File: src/rtl/inst_fetch_queue.sv
// Instruction fetch queue: assembles 16-bit instructions from a byte stream
// (low byte first), buffers them in a small FIFO and presents the head entry
// to the execute stage through a valid/ready handshake.
module inst_fetch_queue #(
    parameter int unsigned DEPTH = 4
) (
    input  logic        clk,
    input  logic        rst,
    input  logic        flush,
    input  logic [7:0]  byte_in,
    input  logic        byte_valid,
    output logic        byte_ready,
    output logic [15:0] inst,
    output logic        inst_valid,
    input  logic        inst_ready,
    output logic [3:0]  count,
    output logic [7:0]  issued
);

    localparam int unsigned PtrW = (DEPTH > 1) ? $clog2(DEPTH) : 1;
    localparam logic [3:0] CountMax = 4'(DEPTH);

    typedef enum logic [0:0] {
        PhLo,
        PhHi
    } phase_e;

    phase_e          state_q, state_d;
    logic [7:0]      held_lo_q, held_lo_d;
    logic [15:0]     mem_q [DEPTH];
    logic [PtrW-1:0] wr_ptr_q, wr_ptr_d;
    logic [PtrW-1:0] rd_ptr_q, rd_ptr_d;
    logic [3:0]      count_q, count_d;
    logic [7:0]      issued_q, issued_d;

    logic full;
    logic byte_xfer;
    logic push;
    logic pop;

    // Handshake decode and output drive. byte_ready only stalls when a high
    // byte would complete a word that has nowhere to go; a low byte can always
    // be parked in the holding register.
    always_comb begin
        full       = (count_q == CountMax);
        byte_ready = !((state_q == PhHi) && full);
        inst_valid = (count_q != 4'd0);
        byte_xfer  = byte_valid && byte_ready;
        push       = byte_xfer && (state_q == PhHi);
        pop        = inst_valid && inst_ready;
        inst       = mem_q[rd_ptr_q];
        count      = count_q;
        issued     = issued_q;
    end

    // Assembly FSM next state: alternate low/high byte on each accepted byte.
    always_comb begin
        state_d   = state_q;
        held_lo_d = held_lo_q;
        if (flush) begin
            state_d = PhLo;
        end else if (byte_xfer) begin
            unique case (state_q)
                PhLo: begin
                    held_lo_d = byte_in;
                    state_d   = PhHi;
                end
                PhHi: begin
                    state_d = PhLo;
                end
                default: begin
                    state_d = PhLo;
                end
            endcase
        end
    end

    // FIFO pointer and occupancy next state; flush empties the queue.
    always_comb begin
        wr_ptr_d = wr_ptr_q;
        rd_ptr_d = rd_ptr_q;
        count_d  = count_q;
        if (flush) begin
            wr_ptr_d = '0;
            rd_ptr_d = '0;
            count_d  = 4'd0;
        end else begin
            if (push) begin
                wr_ptr_d = wr_ptr_q + PtrW'(1);
            end
            if (pop) begin
                rd_ptr_d = rd_ptr_q + PtrW'(1);
            end
            unique case ({push, pop})
                2'b10:   count_d = count_q + 4'd1;
                2'b01:   count_d = count_q - 4'd1;
                default: count_d = count_q;
            endcase
        end
    end

    // Issue counter next state; an issue cancelled by flush is not counted.
    always_comb begin
        issued_d = issued_q;
        if (!flush && pop) begin
            issued_d = issued_q + 8'd1;
        end
    end

    // Control state registers with synchronous reset.
    always_ff @(posedge clk) begin
        if (rst) begin
            state_q   <= PhLo;
            held_lo_q <= 8'h00;
            wr_ptr_q  <= '0;
            rd_ptr_q  <= '0;
            count_q   <= 4'd0;
            issued_q  <= 8'h00;
        end else begin
            state_q   <= state_d;
            held_lo_q <= held_lo_d;
            wr_ptr_q  <= wr_ptr_d;
            rd_ptr_q  <= rd_ptr_d;
            count_q   <= count_d;
            issued_q  <= issued_d;
        end
    end

    // FIFO storage: written on a completed word, never reset.
    always_ff @(posedge clk) begin
        if (!rst && !flush && push) begin
            mem_q[wr_ptr_q] <= {byte_in, held_lo_q};
        end
    end

endmodule

File: config.mk
export PLATFORM = sky130hd
export DESIGN_NAME = inst_fetch_queue
export DESIGN_NICKNAME = d
export VERILOG_FILES = /design/src/rtl/inst_fetch_queue.sv
export SDC_FILE = /design/constraint.sdc
export NUM_CORES = 1
export LEC_CHECK = 0
export BUFFER_PORTS_ARGS = -buffer_cell sky130_fd_sc_hd__buf_2
export CAP_MARGIN = 20
export CORE_AREA = 2 2 84 86
export DETAILED_ROUTE_END_ITERATION = 16
export DIE_AREA = 0 0 86 88
export GPL_TIMING_DRIVEN = 0
export PLACE_DENSITY = 0.78
export SYNTH_ARGS = -nofsm -noshare
export SYNTH_HDL_FRONTEND = slang
export SYNTH_SLANG_ARGS = --single-unit
File: constraint.sdc
create_clock -name clk -period 7 [get_ports clk]
set_input_delay 1.4 -clock clk [delete_from_list [all_inputs] [get_ports clk]]
set_output_delay 1.4 -clock clk [all_outputs]
set_load 0.01 [all_outputs]
==> impl_results.html <==
<table>
<tr><th>Metric</th><th>Value</th></tr>
<tr><th colspan="2">Run status</th></tr>
<tr><td>Outcome</td><td>finished clean</td></tr>
<tr><th colspan="2">Worst setup path</th></tr>
<tr><td>Type of element launching the critical path</td><td>flop</td></tr>
<tr><td>Reg2Reg Setup Slack</td><td>roughly 4400 ps</td></tr>
<tr><td>CP Data Required Time</td><td>between 5000 and 6000 ps</td></tr>
<tr><td>Endpoint of the most critical register-to-register path</td><td>count[2]</td></tr>
<tr><td>Depth of the most critical reg-to-reg path</td><td>11</td></tr>
<tr><td>Cell with the largest stage delay on the worst path</td><td>mux4_2</td></tr>
<tr><td>CP Capture Type</td><td>output pin</td></tr>
<tr><td>Origin of the critical flop-to-flop path</td><td>count[2]</td></tr>
<tr><td>CP max FO</td><td>10</td></tr>
<tr><td>Critical setup path kind</td><td>flop to output pin</td></tr>
<tr><td>Crit-path max cell delay</td><td>approximately 550 ps</td></tr>
<tr><td>Sum of buffers and inverters on the critical path</td><td>3</td></tr>
<tr><td>Crit-path leading delay family</td><td>buffers and inverters</td></tr>
<tr><td>Critical path cell sequence</td><td>clkbuf_1 &gt; buf_4 &gt; mux4_2 &gt; buf_2</td></tr>
<tr><td>CP Data Arrival Time</td><td>around 2200 ps</td></tr>
<tr><th colspan="2">Worst hold path</th></tr>
<tr><td>Min-Delay Endpoint</td><td>mem_q[3][6]</td></tr>
<tr><td>Launch instance of the worst min-delay path</td><td>held_lo_q[6]</td></tr>
<tr><td>Min-Delay Path Class</td><td>flop to flop</td></tr>
<tr><td>Number of cells on the worst hold path</td><td>0</td></tr>
<tr><th colspan="2">Global route</th></tr>
<tr><td>First-pass GRT wire length</td><td>8970 um</td></tr>
<tr><td>Via count of the first global-routing pass</td><td>approximately 1800</td></tr>
<tr><td>Initial antenna violation count</td><td>0</td></tr>
<tr><td>Aggregate global routing overflow</td><td>0</td></tr>
<tr><td>Maximum number of pins on one net before global-route repair</td><td>17</td></tr>
<tr><td>GRT Overall Usage</td><td>0.161</td></tr>
<tr><th colspan="2">Placed design</th></tr>
<tr><td>I/O Buffers</td><td>41</td></tr>
<tr><td>Placer congestion estimate</td><td>roughly 0.74</td></tr>
<tr><td>DPL Wire Length</td><td>roughly 3600 um</td></tr>
<tr><td>Area after detailed placement</td><td>roughly 3900 um^2</td></tr>
<tr><th colspan="2">Clocking</th></tr>
<tr><td>Clock sink count</td><td>91</td></tr>
<tr><td>Reg clk slew, reported paths</td><td>roughly 80 ps</td></tr>
<tr><td>CTS Hold Buffers Added</td><td>0</td></tr>
<tr><td>Count of buffers added by post-CTS timing repair for setup</td><td>0</td></tr>
<tr><td>Clock network latency to the later pin of the worst-skew pair</td><td>~350 ps</td></tr>
<tr><td>Total CTS buffers</td><td>9</td></tr>
<tr><td>Resized Gates After CTS</td><td>0</td></tr>
<tr><td>TritonCTS clock tree</td><td>done</td></tr>
<tr><td>CTS Root Cell</td><td>clkbuf_8</td></tr>
<tr><td>Largest buffer count on any clock path</td><td>2</td></tr>
<tr><td>H-tree Lvls</td><td>3</td></tr>
<tr><th colspan="2">Drt</th></tr>
<tr><td>Via total after detailed routing</td><td>1913</td></tr>
<tr><td>Per-cell routed wire length</td><td>roughly 16 um</td></tr>
<tr><td>Number of iterations in the first detailed-routing pass</td><td>4</td></tr>
<tr><td>DRC errors left</td><td>0</td></tr>
<tr><td>Detailed Route WL</td><td>5610 um</td></tr>
<tr><td>Remaining number of nets flagged by the antenna check after routing</td><td>0</td></tr>
<tr><td>Vias per inst</td><td>5.31</td></tr>
<tr><td>Drt initial violations</td><td>approximately 100</td></tr>
<tr><th colspan="2">Final layout</th></tr>
<tr><td>Relative area change from synthesis to final layout</td><td>13.2%</td></tr>
<tr><td>Post-Layout Inst Area</td><td>4060 um^2</td></tr>
<tr><td>Most frequent standard cell in the layout excluding fill and tap cells</td><td>edfxtp_1</td></tr>
<tr><td>Highest-count cells in the layout ignoring fill and taps</td><td>edfxtp_1 (64), buf_2 (43), dfxtp_1 (27), nor2_1 (24), mux4_2 (16)</td></tr>
<tr><td>Total area of sequential cells</td><td>around 2500 um^2</td></tr>
<tr><td>Fraction of final layout cells sized beyond drive strength 1</td><td>0.286</td></tr>
<tr><td>Final standard cell utilization of the core</td><td>0.611</td></tr>
<tr><td>Post-layout net count</td><td>just under 300</td></tr>
<tr><td>Inserted Diodes</td><td>0</td></tr>
<tr><td>Area of the multi-input gates</td><td>just over 1000 um^2</td></tr>
<tr><td>Filler instances</td><td>approximately 500</td></tr>
<tr><th colspan="2">STA</th></tr>
<tr><td>Final-report setup violation count</td><td>0</td></tr>
<tr><td>Transition time at the pin with the least slew margin</td><td>around 850 ps</td></tr>
<tr><td>Hold Slack</td><td>about 510 ps</td></tr>
<tr><td>Post-route clock skew</td><td>between 10 and 15 ps</td></tr>
<tr><td>Post-layout minimum cycle time</td><td>between 3000 and 4000 ps</td></tr>
<tr><td>Total Negative Setup Slacks</td><td>0 ps</td></tr>
<tr><td>Slew HR</td><td>0.433</td></tr>
<tr><td>Final critical-path share of the clock period</td><td>0.511</td></tr>
<tr><td>Final-report max-slew violation count</td><td>0</td></tr>
<tr><td>Final Hold Fails</td><td>0</td></tr>
<tr><td>Max Clock Freq</td><td>approximately 280 MHz</td></tr>
<tr><td>RSZ-0062 raised after global routing</td><td>no</td></tr>
<tr><th colspan="2">Power and ir drop</th></tr>
<tr><td>Power Density</td><td>roughly 220 nW/um^2</td></tr>
<tr><td>VDD IR max</td><td>between 0.0001 and 0.00015 V</td></tr>
<tr><td>Standby leakage power</td><td>approximately 0.0015 uW</td></tr>
<tr><th colspan="2">Floorplanning</th></tr>
<tr><td>Number of top-level design ports</td><td>between 40 and 50</td></tr>
<tr><td>Number of placement rows</td><td>30</td></tr>
<tr><td>Area of the placeable core</td><td>between 6000 and 7000 um^2</td></tr>
<tr><td>Die Area</td><td>roughly 7600 um^2</td></tr>
<tr><td>Vertical die dimension</td><td>88 um</td></tr>
<tr><td>Width of the die</td><td>86 um</td></tr>
<tr><td>Effective utilization at floorplan</td><td>0.540</td></tr>
<tr><th colspan="2">Synth</th></tr>
<tr><td>Sequential element share of the synthesized area</td><td>0.687</td></tr>
<tr><td>Synth unique cells</td><td>35</td></tr>
<tr><td>Count of state elements after synthesis</td><td>between 90 and 100</td></tr>
<tr><td>Synthesized area per cell</td><td>roughly 16 um^2</td></tr>
<tr><td>Cell area after synthesis</td><td>around 3600 um^2</td></tr>
<tr><td>Count of yosys warnings during synthesis</td><td>0</td></tr>
<tr><td>Syn Nets</td><td>roughly 240</td></tr>
<tr><td>Gate count of the mapped netlist</td><td>between 200 and 250</td></tr>
<tr><th colspan="2">Flow run</th></tr>
<tr><td>Max-cap violations</td><td>0</td></tr>
</table>
==> worst reg2reg max path: cells and delay by family (launching register included) <==
| family | cells | cell delay (ps) |
|---|---|---|
| AND/OR/NAND/NOR | 3 | 1020 |
| AO/OA/AOI/OAI | 2 | 180 |
| flip-flops | 1 | 470 |
| adder cells (fa/ha/maj) | 2 | 420 |
| buffers and inverters | 2 | 180 |
| XOR/XNOR | 2 | 320 |
==> metrics by stage <==
| stage | worst slack, ps | instances | power (uW) |
|---|---|---|---|
| floorplan | 3980 | 223 | 607 |
| global placement | 3730 | 344 | 617 |
| detailed placement | 3710 | 344 | 618 |
| CTS | 3360 | 360 | 913 |
| global route | 3230 | 360 | 941 |
| finish | 3430 | 360 | 907 |
==> cell families (layout without fill, tap and decap cells) <==
| kind of cell | count (synthesis) | after routing | share of synthesized area |
|---|---|---|---|
| AO/OA/AOI/OAI | 14 | 14 | 0.0244 |
| multiplexers | 26 | 26 | 0.128 |
| AND/OR/NAND/NOR | 54 | 54 | 0.0799 |
| adder cells (fa/ha/maj) | 8 | 8 | 0.0279 |
| buffers and inverters | 19 | 76 | 0.0258 |
| XOR/XNOR | 11 | 11 | 0.0269 |
| flip-flops | 91 | 91 | 0.687 |
==> layout make-up <==
class | count | share of cell area
inverter | 6 | 0.00555
clock inverter | 7 | 0.0105
buffer | 13 | 0.0173
multi-input combinational | 113 | 0.254
tap | 80 | 0.0247
clock buffer | 9 | 0.0305
sequential | 91 | 0.607
timing repair buffer | 41 | 0.0506
==> state kept, by name, indices dropped and copies added, names as in the netlist, named ones only <==
register,cells
wr_ptr_q,2
issued,8
rd_ptr_q,2
count,4
mem_q,64
held_lo_q,8
state_q,1
==> per-layer routing <==
| layer | up-vias | global-route usage | share of wire |
|---|---|---|---|
| met5 | - | 0 | 0 |
| met4 | 0 | 0.0823 | 0.017 |
| met3 | 9 | 0.0349 | 0.046 |
| met2 | 46 | 0.259 | 0.48 |
| met1 | 911 | 0.207 | 0.45 |
| li1 | 947 | - | - |
==> power by group <==
part           switching [uW]  internal [uW]  total, uW
Sequential               3.42            577        581
Combinational            14.7           9.74       24.4
Clock                     175            127        302
Total                     193            714        907
==> how the worst max path moves through the flow <==
stage / from / to / slack, ps / cells after the start
3_5_place_dp: inst_ready / count[2] / 3710 / 11
4_1_cts: flop / inst[7] / 3360 / 4
6_report: flop / inst[7] / 3430 / 4
2_1_floorplan: inst_ready / count[2] / 3980 / 10
5_1_grt: flop / inst[7] / 3230 / 4
3_3_place_gp: inst_ready / count[2] / 3730 / 11
==> cells in the mapped netlist <==
cell	instances	area, um^2
a211o_1	1	8.76
a21oi_1	5	25.0
and3_1	5	31.3
buf_1	1	3.75
buf_2	2	10.0
buf_4	1	7.51
buf_6	2	22.5
clkbuf_1	7	26.3
dfxtp_1	27	541
edfxtp_1	64	1920
ha_1	8	100
inv_1	4	15.0
inv_2	2	7.51
mux2i_1	10	100
mux4_2	16	360
nand2_1	2	7.51
nand3_1	4	20.0
nand4_1	3	18.8
nor2_1	24	90.1
nor2b_1	1	6.26
nor3_1	1	5.00
nor3b_1	2	15.0
nor4_1	1	6.26
nor4b_1	3	26.3
nor4bb_1	1	10.0
o21ai_0	3	15.0
o21ai_1	3	15.0
o31ai_1	1	7.51
o41ai_2	1	16.3
or2_1	2	12.5
or3_1	2	12.5
or4_1	2	15.0
or4b_1	1	10.0
xnor2_1	8	70.1
xor2_1	3	26.3
No activity file was read; power rests on OpenSTA's default activity.
